[src/rtl/sadd_arbiter.sv]
// sadd_arbiter: two-port round-robin arbiter sharing one signed add/sub datapath
module sadd_arbiter #(
    parameter int W     = 32,
    parameter int CNT_W = 16
) (
    input  logic             clk,
    input  logic             rst_n,
    input  logic [1:0]       req_valid_i,
    output logic [1:0]       req_ready_o,
    input  logic [W-1:0]     req_a0_i,
    input  logic [W-1:0]     req_b0_i,
    input  logic [W-1:0]     req_a1_i,
    input  logic [W-1:0]     req_b1_i,
    input  logic [1:0]       req_op0_i,
    input  logic [1:0]       req_op1_i,
    output logic             rsp_valid_o,
    input  logic             rsp_ready_i,
    output logic             rsp_id_o,
    output logic [W-1:0]     rsp_data_o,
    output logic             rsp_ovf_o,
    output logic [CNT_W-1:0] gnt_cnt0_o,
    output logic [CNT_W-1:0] gnt_cnt1_o
);
    localparam logic [W-1:0] MIN = {1'b1, {(W-1){1'b0}}};

    logic             valid_q, valid_d, id_q, id_d, ovf_q, ovf_d, last_q, last_d;
    logic [W-1:0]     data_q, data_d;
    logic [CNT_W-1:0] cnt0_q, cnt0_d, cnt1_q, cnt1_d;
    logic             free, sel, acc, ovf_add, ovf_sub, res_ovf;
    logic [1:0]       gnt, op;
    logic [W-1:0]     a, b, sum, dif, absd, res;

    always_comb begin
        free        = !valid_q || rsp_ready_i;
        gnt         = (&req_valid_i) ? (last_q ? 2'b01 : 2'b10) : req_valid_i;
        req_ready_o = (free && rst_n) ? gnt : 2'b00;
        sel         = req_ready_o[1];
        acc         = |req_ready_o;
        a           = sel ? req_a1_i : req_a0_i;
        b           = sel ? req_b1_i : req_b0_i;
        op          = sel ? req_op1_i : req_op0_i;
        sum         = a + b;
        dif         = a - b;
        absd        = dif[W-1] ? -dif : dif;
        ovf_add     = (a[W-1] == b[W-1]) && (sum[W-1] != a[W-1]);
        ovf_sub     = (a[W-1] != b[W-1]) && (dif[W-1] != a[W-1]);
        res         = (op == 2'd0) ? sum : (op == 2'd1) ? dif : (op == 2'd2) ? absd : -a;
        // |A-B| also overflows when negating the most-negative difference
        res_ovf     = (op == 2'd0) ? ovf_add : (op == 2'd1) ? ovf_sub :
                      (op == 2'd2) ? (ovf_sub || dif == MIN) : (a == MIN);
        valid_d     = acc || (valid_q && !rsp_ready_i);
        id_d        = acc ? sel : id_q;
        data_d      = acc ? res : data_q;
        ovf_d       = acc ? res_ovf : ovf_q;
        last_d      = acc ? sel : last_q;
        cnt0_d      = (req_ready_o[0] && !(&cnt0_q)) ? cnt0_q + 1'b1 : cnt0_q;
        cnt1_d      = (req_ready_o[1] && !(&cnt1_q)) ? cnt1_q + 1'b1 : cnt1_q;
    end

    always_ff @(posedge clk or negedge rst_n) begin
        if (!rst_n) begin
            valid_q <= 1'b0;
            id_q    <= 1'b0;
            data_q  <= '0;
            ovf_q   <= 1'b0;
            last_q  <= 1'b1;
            cnt0_q  <= '0;
            cnt1_q  <= '0;
        end else begin
            valid_q <= valid_d;
            id_q    <= id_d;
            data_q  <= data_d;
            ovf_q   <= ovf_d;
            last_q  <= last_d;
            cnt0_q  <= cnt0_d;
            cnt1_q  <= cnt1_d;
        end
    end

    assign rsp_valid_o = valid_q;
    assign rsp_id_o    = id_q;
    assign rsp_data_o  = data_q;
    assign rsp_ovf_o   = ovf_q;
    assign gnt_cnt0_o  = cnt0_q;
    assign gnt_cnt1_o  = cnt1_q;
endmodule

[config.mk]
export PLATFORM = sky130hd
export DESIGN_NAME = sadd_arbiter
export DESIGN_NICKNAME = d
export VERILOG_FILES = /design/src/rtl/sadd_arbiter.sv
export SDC_FILE = /design/constraint.sdc
export NUM_CORES = 1
export LEC_CHECK = 0
export CORE_MARGIN = 10
export CORE_UTILIZATION = 30
export DETAILED_ROUTE_END_ITERATION = 16
export SETUP_SLACK_MARGIN = 0.02
export SYNTH_ARGS = -nofsm -noshare
export SYNTH_HDL_FRONTEND = slang
export SYNTH_SLANG_ARGS = --single-unit
export TNS_END_PERCENT = 5
[constraint.sdc]
create_clock -name clk -period 9.5 [get_ports clk]
set_input_delay 0.95 -clock clk [delete_from_list [all_inputs] [get_ports clk]]
set_output_delay 0.95 -clock clk [all_outputs]
set_load 0.02 [all_outputs]
## Word-level counts from Yosys, hierarchy flattened

Index checks and enable logic that the tools add are counted.

| storage, ports and cells | value |
|---|---|
| flip-flop bits (word level) | 68 |
| bits of input ports | 137 |
| output and inout port bits | 69 |
| word-level logic and storage cells | 52 |

| cells by class | value |
|---|---|
| add/subtract/negate cells | 6 |
| equality and inequality tests | 8 |
| mux-type cells | 13 |
| reduce and logical (&&, ||, !) cells | 18 |

Operators by type and width:

| kind | number |
|---|---|
| 2-to-1 mux 32 bit | 6 |
| equality test 32 bit, second input constant | 2 |
| negation 32 bit | 2 |
| adder 16 x 1 -> 16 bit, second input constant | 2 |
| adder 32 bit | 1 |
| AND reduction 16 bit | 2 |
| subtractor 32 bit | 1 |
| 2-to-1 mux 2 bit | 4 |
| logical AND 1 bit | 6 |
| logical NOT 1 bit | 4 |
| logical OR 1 bit | 3 |
| 2-to-1 mux 1 bit | 3 |
| inequality test 1 bit | 3 |
| equality test 2 x 1 -> 1 bit, second input constant | 1 |
| equality test 2 bit, second input constant | 1 |
| logical NOT 2 bit | 1 |
| AND reduction 2 bit | 1 |
| OR reduction 2 bit | 1 |
| equality test 1 bit | 1 |

## Depth between registers and ports, before layout

| depth | value |
|---|---|
| word-level depth | 12 |
| gate-level depth with buffers | 25 |
| mapped depth without buffers | 19 |

## Worst setup path after synthesis

Ideal clock, no wire load.

| path | value |
|---|---|
| path type | input -> register |
| start | input rsp_ready_i |
| end | register data_q[24], in the netlist rsp_data_o[24] |
| setup time | 0.132 ns |
| arrival | 6.358 ns |
| required time | 9.368 ns |
| slack | 3.009 ns |
| stages on the path | 24 |
| path through | nand2b_1 > nand3_4 > inv_4 > clkbuf_1 > clkbuf_1 > clkbuf_1 > buf_1 > clkbuf_1 > nand2_1 > nand2_1 > ha_1 > buf_2 > a21oi_1 > o21ai_1 > o22ai_2 > mux2_2 > o211ai_1 > or4_1 > buf_2 > nor4_4 > a41oi_1 > xnor2_1 > a2111oi_0 > nor2_1 |

| between the ends | value |
|---|---|
| cells in the longest elaborated chain, start to end | 10 |
| elaborated cells between the ends (all ways) | 18 |

Ends and longest elaborated chain:

| item | RTL line | RTL |
|---|---|---|
| start: declaration | 17 | `input logic rsp_ready_i,` |
| logical OR 1 bit * | 34 | `free = !valid_q \|\| rsp_ready_i;` |
| logical AND 1 bit * | 36 | `req_ready_o = (free && rst_n) ? gnt : 2'b00;` |
| 2-to-1 mux 2 bit * | 36 |  |
| via req_ready_o[1] | 9 | `output logic [1:0] req_ready_o,` |
| 2-to-1 mux 32 bit, on equally long branches | 39, 40 |  |
| subtractor 32 bit | 43 | `dif = a - b;` |
| negation 32 bit | 44 | `absd = dif[W-1] ? -dif : dif;` |
| 2-to-1 mux 32 bit | 44 |  |
| 2-to-1 mux 32 bit (3 in series) | 47 | `res = (op == 2'd0) ? sum : (op == 2'd1) ? dif : (op == 2'd2) ? absd : -a;` |
| end signal: assignment | 72 | `data_q <= data_d;` |
| end: declaration | 27 | `logic [W-1:0] data_q, data_d;` |

Mark *: on every way through the listed nets, which the timed path passes. The rest lies on a longest branch.
A chain may end at the register's enable or synchronous reset.

## Worst setup path after layout

| path | value |
|---|---|
| start | input req_valid_i[1] |
| end | register data_q[24], in the netlist rsp_data_o[24] |

| between the ends | value |
|---|---|
| cells in the longest elaborated chain, start to end | 10 |
| elaborated cells between the ends (all ways) | 18 |

Ends and longest elaborated chain:

| item | RTL line | RTL |
|---|---|---|
| start: declaration | 8 | `input logic [1:0] req_valid_i,` |
| AND reduction 2 bit | 35 | `gnt = (&req_valid_i) ? (last_q ? 2'b01 : 2'b10) : req_valid_i;` |
| 2-to-1 mux 2 bit * | 35 |  |
| 2-to-1 mux 2 bit * | 36 |  |
| 2-to-1 mux 32 bit, on equally long branches | 39, 40 |  |
| subtractor 32 bit | 43 |  |
| negation 32 bit | 44 |  |
| 2-to-1 mux 32 bit | 44 |  |
| 2-to-1 mux 32 bit (3 in series) | 47 |  |

Every way passes the cells marked *; elsewhere a longest branch is shown, timed or not.

==> metrics.md <==
| Metric | Value |
|---|---|
| Outcome | `finished clean` |
| Peak VDD IR | `109.6 uV` |
| Flip-flop and latch area | `1703 sq um` |
| CP max stage delay | `790 ps` |
| Worst path slowest cell | `inv_4` |
| I/O pins | `206` |
| TritonCTS Buffers | `9` |
| CP arrival | `7550 ps` |
| Layout cell share with drive strength beyond 1 | `0.04637` |
| DP Area | `12,350 sq um` |
| Worst hold stages | `2` |
| Area Growth Syn to Fin | `27.46%` |
| GRT Max-Usage Layer | `met2` |
| Final net count | `1,793` |
| Vias | `11,120` |
| Chip width | `202.1 um` |
| WP data required | `9700 ps` |
| Setup TNS | `0 ps` |
| Post-CTS Setup Inserts | `0` |
| FF+latch count, synth | `68` |
| Cts hold-fix bufs | `0` |
| Total grt overflow | `0` |
| Number of global-route vias before repair | `10,380` |
| RSZ-0062 raised after global routing | `no` |
| Initial DRT Pass Iterations | `5` |
| Placeable Area | `32,620 sq um` |
| Total GRT Usage | `0.1861` |
| Syn nets | `1,636` |
| Post-Syn Instances | `1,434` |
| H-tree levels | `3` |
| CP Launch Type | `primary input` |
| Worst slew pin tran | `1164 ps` |
| Finish-stage setup viols | `0` |
| Clk Latency, worst-skew pair | `320 ps` |
| Non-filler cells, final | `2,038` |
| Largest net degree at the start of global routing | `74` |
| Fmax | `136.0 MHz` |
| Crit path cell chain | `clkdlybuf4s50_1 > a21boi_4 > nand3_4 > inv_4 > mux2i_1 > inv_1 > ha_1 > nor4_1 > o211ai_1 > a21oi_1 > or4_1 > nand3_1 > a41oi_1 > xnor2_1 > a2111oi_0 > nor2_1` |
| Placed wire-length estimate | `33.36 mm` |
| Root buf cell | `clkbuf_16` |
| CP Max Fanout | `72` |
| Post-synthesis area per instance | `6.937 sq um` |
| Placed insts | `2,022` |
| Final ANT Viol Nets | `0` |
| Max Slew Vio Count | `0` |
| Drt total wl | `40.32 mm` |
| Final min period | `7355 ps` |
| CTS tree | `done` |
| Fin. Hold Viols | `0` |
| Power Total | `2.408 mW` |
| CP Class | `primary input to flip-flop` |
| Fillers | `3,429` |
| DR WL/cell | `19.79 um` |
| CTS resizes | `0` |
| Finished Cell Area | `12,680 sq um` |
| Power per Cell Area | `189.9 nW/um^2` |
| Cell area after synthesis | `9948 sq um` |
| Final Cycle Share | `0.7742` |
| Met2 GRT Util | `0.2875` |
| Starting Density | `0.3050` |
| Synthesis Warnings | `0` |
| Clk sinks | `68` |
| Top_reg_cell synth | `dfrtp_1` |
| Crit. End Element | `flip-flop` |
| Synth async-reset ratio | `1.000` |
| Clock Skews | `6.427 ps` |
| Detailed-route vias per instance | `5.454` |
| Antenna Diode Count | `0` |
| First-pass GRT wire length | `61.37 mm` |
| DRC | `0` |
| Initial DRC count | `974` |
| WP depth | `16` |
| Multi-input gate area | `7636 sq um` |
| Worst slew margin | `0.2216` |
| GR Util met1 | `0.2683` |
| Die height | `202.1 um` |
| LEAKAGE | `5.272 nW` |
| CP top delay family | `simple AND/OR/NAND/NOR gates` |
| Max-Cap Viols | `0` |
| Final RePlAce weighted congestion | `0.9857` |
| Die area | `40,840 sq um` |
| Met3 usage | `0.02719` |
| Row Count | `66` |
| R2R cell count | `15` |
| Initial antenna violation count | `0` |
| Register area share after synthesis | `0.1712` |
| Worst hold-check path type | `flip-flop to flip-flop` |
| Reg clk slew, reported paths | `60 ps` |
| Largest buffer count on any clock path | `2` |
| Number of distinct library cells after synthesis | `93` |
| Post-synth EDFFs | `0` |
| Port-buffer cells | `205` |
| Sum of buffers and inverters on the critical path | `3` |
Yosys cell counts (6+ instances only):
library cell / number / share of area
buf_2: 18 / 0.0091
and3_1: 16 / 0.010
and2_1: 11 / 0.0069
o211ai_1: 24 / 0.018
xor2_1: 26 / 0.023
nor2_1: 133 / 0.050
inv_1: 81 / 0.031
a211oi_1: 14 / 0.011
a31oi_1: 20 / 0.013
mux2i_1: 27 / 0.027
o21bai_1: 10 / 0.0075
or4_1: 6 / 0.0045
o21a_1: 10 / 0.0075
a21o_1: 12 / 0.0091
ha_1: 65 / 0.082
o21ai_1: 11 / 0.0055
nand2b_1: 11 / 0.0069
dfrtp_1: 67 / 0.17
o2111ai_1: 7 / 0.0062
o21ai_0: 71 / 0.036
nor2b_1: 20 / 0.013
nand4_1: 19 / 0.012
or2_2: 7 / 0.0044
nor4_1: 23 / 0.014
xnor2_1: 93 / 0.082
nand3_1: 45 / 0.023
a21oi_1: 99 / 0.050
clkbuf_1: 45 / 0.017
o31ai_1: 13 / 0.0098
a41oi_1: 6 / 0.0053
nor3_1: 40 / 0.020
or3_1: 17 / 0.011
nand2_1: 255 / 0.096
flip-flops by register name, indices dropped and copies added, names as in the netlist:
signal / count
gnt_cnt0_o: 16
gnt_cnt1_o: 16
last_q: 1
rsp_data_o: 32
rsp_id_o: 1
rsp_ovf_o: 1
rsp_valid_o: 1
per-layer routing:
metal / vias up / wire [um] / part of all wire
li1: 5389 / - / -
met1: 5241 / 19310 / 0.48
met2: 451 / 17720 / 0.44
met3: 35 / 2787 / 0.069
met4: 0 / 501 / 0.012
met5: - / 0 / 0
report_power, final:
| group | total [mW] | internal (mW) | switching, mW |
|---|---|---|---|
| Clock | 0.361 | 0.238 | 0.123 |
| Combinational | 1.59 | 0.624 | 0.968 |
| Sequential | 0.455 | 0.381 | 0.0740 |
| Total | 2.41 | 1.24 | 1.16 |
path summary, 6_finish.rpt:
check | from | end | slack (ps)
min | rsp_data_o[16] | rsp_data_o[16] | 470
max | req_valid_i[1] | rsp_data_o[24] | 2150
max reg2reg | rsp_valid_o | rsp_data_o[24] | 2880
max in group asynchronous | rst_n | rsp_data_o[15] | 8010
min reg2reg | rsp_data_o[16] | rsp_data_o[16] | 470
min in group asynchronous | rst_n | gnt_cnt1_o[5] | 880
worst reg2reg max path: stages (launching register included):
cell	delay [ps]
dfrtp_1	390
nand2b_1	220
nand3_4	470
inv_4	800
mux2i_1	540
inv_1	190
ha_1	550
nor4_1	590
o211ai_1	220
a21oi_1	300
or4_1	180
nand3_1	790
a41oi_1	540
xnor2_1	100
a2111oi_0	520
nor2_1	80
cell families (layout without fill, tap and decap cells):
kind of cell / count (synthesis) / in the layout / share of synthesized area
AND/OR/NAND/NOR: 624 / 624 / 0.2948
AO/OA/AOI/OAI: 366 / 366 / 0.2484
buffers and inverters: 158 / 320 / 0.06339
XOR/XNOR: 120 / 120 / 0.1064
flip-flops: 68 / 68 / 0.1712
adder cells (fa/ha/maj): 67 / 67 / 0.08376
multiplexers: 31 / 31 / 0.03207
through the flow:
step	worst slack, ps	utilization	hold slack [ps]
6_report	2145	0.3887	473.5
5_1_grt	1705	0.3887	513.2
4_1_cts	2311	0.3887	483.1
3_5_place_dp	1969	0.3787	469.4
3_3_place_gp	2032	0.3787	462.5
2_1_floorplan	3009	-	496.2
layout make-up:
class                           instances  share of cell area
Multi-Input combinational cell       1208              0.6022
Clock inverter                          5            0.006611
Tap cell                              442             0.04362
Timing Repair Buffer                  215              0.1676
Sequential cell                        68              0.1343
Inverter                               89             0.02654
Clock buffer                           11             0.01914
cells in the final DEF, fill, tap and decap left out, types with 6 or more instances in the layout:
| cell | Yosys | layout |
|---|---|---|
| clkbuf_16 | 0 | 9 |
| nand2b_1 | 11 | 11 |
| o31ai_1 | 13 | 13 |
| a41oi_1 | 6 | 6 |
| nor3_1 | 40 | 40 |
| a31oi_1 | 20 | 20 |
| a21oi_1 | 99 | 99 |
| nor2_1 | 133 | 132 |
| nand2_1 | 255 | 254 |
| a21o_1 | 12 | 12 |
| o21ai_0 | 71 | 71 |
| a211oi_1 | 14 | 14 |
| clkdlybuf4s50_1 | 0 | 204 |
| buf_4 | 1 | 11 |
| mux2i_1 | 27 | 25 |
| or4_1 | 6 | 6 |
| nand3_1 | 45 | 45 |
| ha_1 | 65 | 65 |
| dfrtp_1 | 67 | 67 |
| nor4_1 | 23 | 23 |
| inv_1 | 81 | 81 |
| xor2_1 | 26 | 26 |
| and3_1 | 16 | 16 |
| and2_1 | 11 | 11 |
| o21ai_1 | 11 | 11 |
| or2_2 | 7 | 7 |
| o21a_1 | 10 | 10 |
| o211ai_1 | 24 | 24 |
| o2111ai_1 | 7 | 7 |
| or3_1 | 17 | 17 |
| nor2b_1 | 20 | 20 |
| xnor2_1 | 93 | 93 |
| o21bai_1 | 10 | 10 |
| nand4_1 | 19 | 19 |
(Power assumes the default switching activity.)
